### src/rtl/pc_gen.sv
// pc_gen -- program counter generator with an optional return-address stack.
//
// Next-PC selection, highest priority first:
//   start_i low (hold) > redirect_i > stall_i (hold) > branch_i > jump_i > pc_o + INC
// All PC arithmetic wraps modulo 2^WIDTH.
//
// Optional feature: define PC_GEN_RAS_EN to build the return-address stack
// (RAS).
//   - A jump qualified by call_i pushes pc_o + INC.
//   - A jump qualified by ret_i pops the stack and uses the top as its target.
//   - When the macro is undefined, call_i/ret_i are ignored, a jump always
//     loads jump_pc_i, ras_empty_o is tied to 1 and ras_full_o is tied to 0.
//
// Ports
//   clk_i          clock, rising-edge active
//   rst_i          asynchronous active-low reset
//   start_i        run enable; low holds the PC and clears valid_o
//   stall_i        holds the PC and the RAS (redirect still wins)
//   redirect_i     flush/exception redirect to redirect_pc_i
//   branch_i       taken branch to branch_pc_i
//   jump_i         jump to jump_pc_i (or to the RAS top on a return)
//   call_i, ret_i  qualify jump_i as call / return
//   pc_o           registered current PC
//   pc_next_o      combinational value pc_o takes at the next edge
//   valid_o        registered; high when pc_o is fetchable
//   ras_empty_o    RAS occupancy flag: stack is empty
//   ras_full_o     RAS occupancy flag: stack is full
module pc_gen #(
  parameter int unsigned       WIDTH     = 32,
  parameter logic [WIDTH-1:0]  RESET_VEC = '0,
  parameter int unsigned       INC       = 4,
  parameter int unsigned       RAS_DEPTH = 4
) (
  input  logic             clk_i,
  input  logic             rst_i,
  input  logic             start_i,
  input  logic             stall_i,
  input  logic             redirect_i,
  input  logic [WIDTH-1:0] redirect_pc_i,
  input  logic             branch_i,
  input  logic [WIDTH-1:0] branch_pc_i,
  input  logic             jump_i,
  input  logic [WIDTH-1:0] jump_pc_i,
  input  logic             call_i,
  input  logic             ret_i,
  output logic [WIDTH-1:0] pc_o,
  output logic [WIDTH-1:0] pc_next_o,
  output logic             valid_o,
  output logic             ras_empty_o,
  output logic             ras_full_o
);

  logic [WIDTH-1:0] pc_q, pc_d;
  logic             valid_q, valid_d;
  logic [WIDTH-1:0] pc_inc;
  logic [WIDTH-1:0] jump_tgt;
  logic             take_jump;

  assign pc_inc = pc_q + WIDTH'(INC);

  // A jump only takes effect when nothing of higher priority claims the cycle;
  // the RAS is touched only under the same condition.
  assign take_jump = start_i & ~redirect_i & ~stall_i & ~branch_i & jump_i;

`ifdef PC_GEN_RAS_EN
  localparam int unsigned PTR_W = $clog2(RAS_DEPTH);
  localparam int unsigned CNT_W = PTR_W + 1;

  // Circular stack: sp_q points at the next free slot, the top is sp_q-1.
  // Pushing while full simply advances sp_q, overwriting the oldest entry.
  logic [WIDTH-1:0] ras_mem [RAS_DEPTH];
  logic [PTR_W-1:0] sp_q, sp_d;
  logic [CNT_W-1:0] cnt_q, cnt_d;
  logic             ras_we;
  logic [PTR_W-1:0] ras_wr_idx;
  logic [PTR_W-1:0] top_idx;
  logic             ras_empty, ras_full;
  logic             do_push, do_pop;

  assign top_idx   = sp_q - PTR_W'(1);
  assign ras_empty = (cnt_q == '0);
  assign ras_full  = (cnt_q == CNT_W'(RAS_DEPTH));
  assign do_push   = take_jump & call_i;
  assign do_pop    = take_jump & ret_i & ~ras_empty;
  assign jump_tgt  = do_pop ? ras_mem[top_idx] : jump_pc_i;

  always_comb begin
    sp_d       = sp_q;
    cnt_d      = cnt_q;
    ras_we     = 1'b0;
    ras_wr_idx = sp_q;
    if (do_push && do_pop) begin
      // Pop then push collapses to replacing the top in place.
      ras_we     = 1'b1;
      ras_wr_idx = top_idx;
    end else if (do_push) begin
      ras_we = 1'b1;
      sp_d   = sp_q + PTR_W'(1);
      if (!ras_full) cnt_d = cnt_q + CNT_W'(1);
    end else if (do_pop) begin
      sp_d  = top_idx;
      cnt_d = cnt_q - CNT_W'(1);
    end
  end

  always_ff @(posedge clk_i or negedge rst_i) begin
    if (!rst_i) begin
      sp_q  <= '0;
      cnt_q <= '0;
    end else begin
      sp_q  <= sp_d;
      cnt_q <= cnt_d;
    end
  end

  // Entry storage needs no reset: occupancy is tracked by cnt_q alone.
  always_ff @(posedge clk_i) begin
    if (ras_we) ras_mem[ras_wr_idx] <= pc_inc;
  end

  assign ras_empty_o = ras_empty;
  assign ras_full_o  = ras_full;
`else
  logic unused_ras_inputs;
  assign unused_ras_inputs = call_i ^ ret_i ^ take_jump;
  assign jump_tgt    = jump_pc_i;
  assign ras_empty_o = 1'b1;
  assign ras_full_o  = 1'b0;
`endif

  always_comb begin
    pc_d    = pc_q;
    valid_d = start_i;
    if (!start_i)        pc_d = pc_q;
    else if (redirect_i) pc_d = redirect_pc_i;
    else if (stall_i)    pc_d = pc_q;
    else if (branch_i)   pc_d = branch_pc_i;
    else if (jump_i)     pc_d = jump_tgt;
    else                 pc_d = pc_inc;
  end

  always_ff @(posedge clk_i or negedge rst_i) begin
    if (!rst_i) begin
      pc_q    <= RESET_VEC;
      valid_q <= 1'b0;
    end else begin
      pc_q    <= pc_d;
      valid_q <= valid_d;
    end
  end

  assign pc_o      = pc_q;
  assign pc_next_o = pc_d;
  assign valid_o   = valid_q;

endmodule
### config.mk
export PLATFORM = sky130hd
export DESIGN_NAME = pc_gen
export DESIGN_NICKNAME = d
export VERILOG_FILES = /design/src/rtl/pc_gen.sv
export SDC_FILE = /design/constraint.sdc
export NUM_CORES = 1
export LEC_CHECK = 0
export CELL_PAD_IN_SITES_DETAIL_PLACEMENT = 2
export CELL_PAD_IN_SITES_GLOBAL_PLACEMENT = 2
export CORE_MARGIN = 2
export CORE_UTILIZATION = 20
export CTS_BUF_LIST = sky130_fd_sc_hd__clkbuf_16
export DETAILED_ROUTE_END_ITERATION = 10
export PLACE_DENSITY_LB_ADDON = 0.1
export SETUP_SLACK_MARGIN = 0.02
export SLEW_MARGIN = 25
export SYNTH_ARGS = -nofsm -noshare
export SYNTH_HDL_FRONTEND = slang
export SYNTH_SLANG_ARGS = --single-unit
### constraint.sdc
create_clock -name clk_i -period 7.8 [get_ports clk_i]
set_clock_uncertainty 0.1 [all_clocks]
set_input_delay 1.56 -clock clk_i [delete_from_list [all_inputs] [get_ports clk_i]]
set_output_delay 1.56 -clock clk_i [all_outputs]
set_load 0.02 [all_outputs]
==> impl_metrics.csv <==
group,metric,value,unit
synth,post-synth-top-area-cell,"sky130_fd_sc_hd__dfrtp_1",
synth,ys_dominant_reg_cell,"sky130_fd_sc_hd__dfrtp_1",
placement,numPortBuffers,167,
synth,post-synth-top-area-fraction,30.2,%
setup_path,highest_fanout_seen_on_the_critical_path,20,
cts,cts.repair.resized,0,
timing,worst_slew_pin_slew,0.896,ns
routing,antenna_left,0,
cts,cts-buffers-inserted,5,
cts,clkTransAtPathRegs,0.06,ns
setup_path,criticalPathCategory,"input pin to output pin",
timing,final-setup-viol-count,0,
power,power_density,172,mW/mm²
setup_path,crit_path_cell_trace,"clkdlybuf4s50_1, buf_4, clkinv_1, a21oi_2, buf_4, nor2_1, a211oi_1, clkdlybuf4s50_1",
min_path,worst_hold_endpoint,"pc_o[1]",
setup_path,r2r_setup_slack,5.21,ns
timing,worst_slew_margin_rel,40.3,%
grt,grt_pass1_vias,3970,
cts,insertion_delay,0.30,ns
flow_run,timing.max_cap.violations,0,
setup_path,timing.rr.end,"pc_o[24]",
layout,diodes,0,
cts,cts-root-buf,"sky130_fd_sc_hd__clkbuf_16",
routing,avgRoutedWirePerCell,22.2,µm
timing,achievable-frequency,159,MHz
synth,synthDistinctLibCells,55,
grt,first_pass_grt_wire_length,23400,µm
layout,fillerInstances,1506,
timing,timing.final.crit_period,6.30,ns
outcome,result_of_the_run,"complete, no violations",
synth,ys_async_sr_fraction,100,%
setup_path,cp.arrival,4.64,ns
timing,hold_viol_final,0,
timing,min_period_over_period,80.7,%
grt,grt.total_usage,21.1,%
synth,synth_most_common_cell,"sky130_fd_sc_hd__dfrtp_1",
floorplan,die_area,0.0146,mm²
synth,synth_edf_count,0,
min_path,hold_start,"pc_o[1]",
floorplan,chipWidth,121,µm
cts,cts.sinks,33,
synth,netlist_area,0.00274,mm²
setup_path,max_stage_delay_cell_worst_path,"sky130_fd_sc_hd__a21oi_2",
setup_path,setup.worst_path.start_class,"input pin",
power,worst_ir_drop_vdd,0.0000616,V
routing,detailedRoute.firstPassIterationCount,5,
cts,tritoncts,"done",
floorplan,placement_rows,42,
placement,gp_congestion,0.830,
synth,post_synth.cell_area_avg,7.78,µm²
grt,pin_count_of_the_biggest_net_entering_global_routing,34,
layout,layout-drive-gt1-share,4.51,%
grt,grt_overflow,0,
synth,synth.area.top_cells,"sky130_fd_sc_hd__dfrtp_1, sky130_fd_sc_hd__a21oi_1, sky130_fd_sc_hd__o21ai_0, sky130_fd_sc_hd__o22ai_1, sky130_fd_sc_hd__nand2_1",
layout,fin_util,35.3,%
timing,final.setup.tns,0,ns
power,power,808,µW
synth,ys.warnings.count,0,
synth,seq_area_frac_synth,30.2,%
floorplan,top_level_ports,172,
setup_path,endpoint_kind,"output pin",
min_path,timing.hold.worst.class,"flip-flop to flip-flop",
layout,instances_no_fill,686,
setup_path,timing.critical_path.required,6.14,ns
cts,htree_num_levels,2,
power,p_leak,1.69,nW
routing,detail_route.iter0.violations,124,
layout,layout-area-overhead-vs-synth,71.5,%
synth,synthesis.nets,458,
setup_path,reg2reg_from,"pc_o[6]",
placement,dp_wirelength,11500,µm
synth,synth.cells.most_frequent,"sky130_fd_sc_hd__dfrtp_1, sky130_fd_sc_hd__a21oi_1, sky130_fd_sc_hd__nand2_1",
cts,cts_buffer_depth,2,
grt,number_of_antenna_violations_at_the_first_check_in_global_routing,0,
cts,post-cts-setup-buffer-count,0,
synth,postSynthRegisterBits,33,
routing,drc,0,
routing,postRouteWirelength,15300,µm
timing,grt_setup_unrepaired,"no",
floorplan,die_y,121,µm
setup_path,reg2reg_depth,5,
floorplan,core_footprint,0.0133,mm²
timing,fin_max_slew_vios,0,
min_path,holdPathStages,1,
layout,finalNetCount,615,
setup_path,crit_start,"start_i",
routing,route.vias.total,3556,
routing,detail_route.vias_per_cell,5.18,
setup_path,max_stage_delay,0.69,ns
floorplan,start_util,20.6,%
cts,cts-hold-fix-buffers,0,
placement,post-place-cells,678,
synth,syn_inst,352,
[metal layers]
layer | GRT usage [%] | routed length, µm | vias up
li1 | - | - | 1681
met1 | 26.3 | 6660 | 1749
met2 | 35.8 | 7540 | 112
met3 | 4.89 | 872 | 14
met4 | 6.32 | 189 | 0
met5 | 0 | 0 | -
[registers in the layout, summed over array words and instances (netlist names)]
name	flops
valid_o	1
pc_o	32
[metrics by stage]
| step | hold slack (ns) | cell area (µm²) | setup WS (ns) |
|---|---|---|---|
| 2_1_floorplan | 0.683 | 2740 | 3.00 |
| 3_3_place_gp | 0.489 | 4560 | 1.44 |
| 3_5_place_dp | 0.501 | 4560 | 1.41 |
| 4_1_cts | 0.518 | 4700 | 1.42 |
| 5_1_grt | 0.555 | 4700 | 1.29 |
| 6_report | 0.514 | 4700 | 1.50 |
[cell families (layout without fill, tap and decap cells)]
group                    count (synthesis)  after routing  synth area share (%)
buffers and inverters                   36            194                  6.17
XOR/XNOR                                10             10                  3.20
flip-flops                              33             33                  30.2
AO/OA/AOI/OAI                          138            138                  33.6
AND/OR/NAND/NOR                        125            125                  23.5
adder cells (fa/ha/maj)                  1              1                 0.457
other                                    2              2                 0.274
multiplexers                             7              7                  2.65
[worst max path at each step]
| stage | slack (ns) | cells past startpoint | end |
|---|---|---|---|
| global route | 1.29 | 8 | pc_next_o[25] |
| CTS | 1.42 | 8 | pc_next_o[25] |
| detailed placement | 1.41 | 8 | pc_next_o[25] |
| finish | 1.50 | 8 | pc_next_o[25] |
| floorplan | 3.00 | 6 | pc_next_o[18] |
| global placement | 1.44 | 8 | pc_next_o[28] |
[final cells by class]
type,count,area [µm²],area share (%)
Clock buffer,5,125,2.66
Clock inverter,3,11.3,0.240
Inverter,11,41.3,0.879
Multi-Input combinational cell,283,1750,37.2
Sequential cell,33,826,17.6
Tap cell,176,220,4.69
Timing Repair Buffer,175,1730,36.8
[where the power goes]
| group | internal, mW | total (mW) | leakage [nW] | switching (mW) |
|---|---|---|---|---|
| Combinational | 0.177 | 0.362 | 1.23 | 0.185 |
| Sequential | 0.196 | 0.246 | 0.379 | 0.0499 |
| Clock | 0.115 | 0.200 | 0.0776 | 0.0849 |
[placed cells by master (no fill, tap or decap), types with 5 or more instances in the layout]
| cell | n |
|---|---|
| sky130_fd_sc_hd__clkdlybuf4s50_1 | 166 |
| sky130_fd_sc_hd__dfrtp_1 | 33 |
| sky130_fd_sc_hd__a21oi_1 | 30 |
| sky130_fd_sc_hd__nand2_1 | 29 |
| sky130_fd_sc_hd__o21ai_0 | 24 |
| sky130_fd_sc_hd__nor2_1 | 23 |
| sky130_fd_sc_hd__o22ai_1 | 18 |
| sky130_fd_sc_hd__nand3_1 | 16 |
| sky130_fd_sc_hd__nor3_1 | 16 |
| sky130_fd_sc_hd__inv_1 | 11 |
| sky130_fd_sc_hd__nor4_1 | 11 |
| sky130_fd_sc_hd__a221oi_1 | 9 |
| sky130_fd_sc_hd__buf_4 | 8 |
| sky130_fd_sc_hd__nand4_1 | 7 |
| sky130_fd_sc_hd__a211oi_1 | 7 |
| sky130_fd_sc_hd__nand2b_1 | 7 |
| sky130_fd_sc_hd__a22oi_1 | 6 |
| sky130_fd_sc_hd__xor2_1 | 6 |
| sky130_fd_sc_hd__o211ai_1 | 6 |
| sky130_fd_sc_hd__o21a_1 | 6 |
| sky130_fd_sc_hd__mux2i_1 | 5 |
| sky130_fd_sc_hd__clkbuf_16 | 5 |
[critical path, delay by kind of cell]
| family | cells | cell delay (ns) |
|---|---|---|
| AO/OA/AOI/OAI | 2 | 1.00 |
| buffers and inverters | 5 | 2.01 |
| AND/OR/NAND/NOR | 1 | 0.06 |
Power figures use the tool's default switching activity.
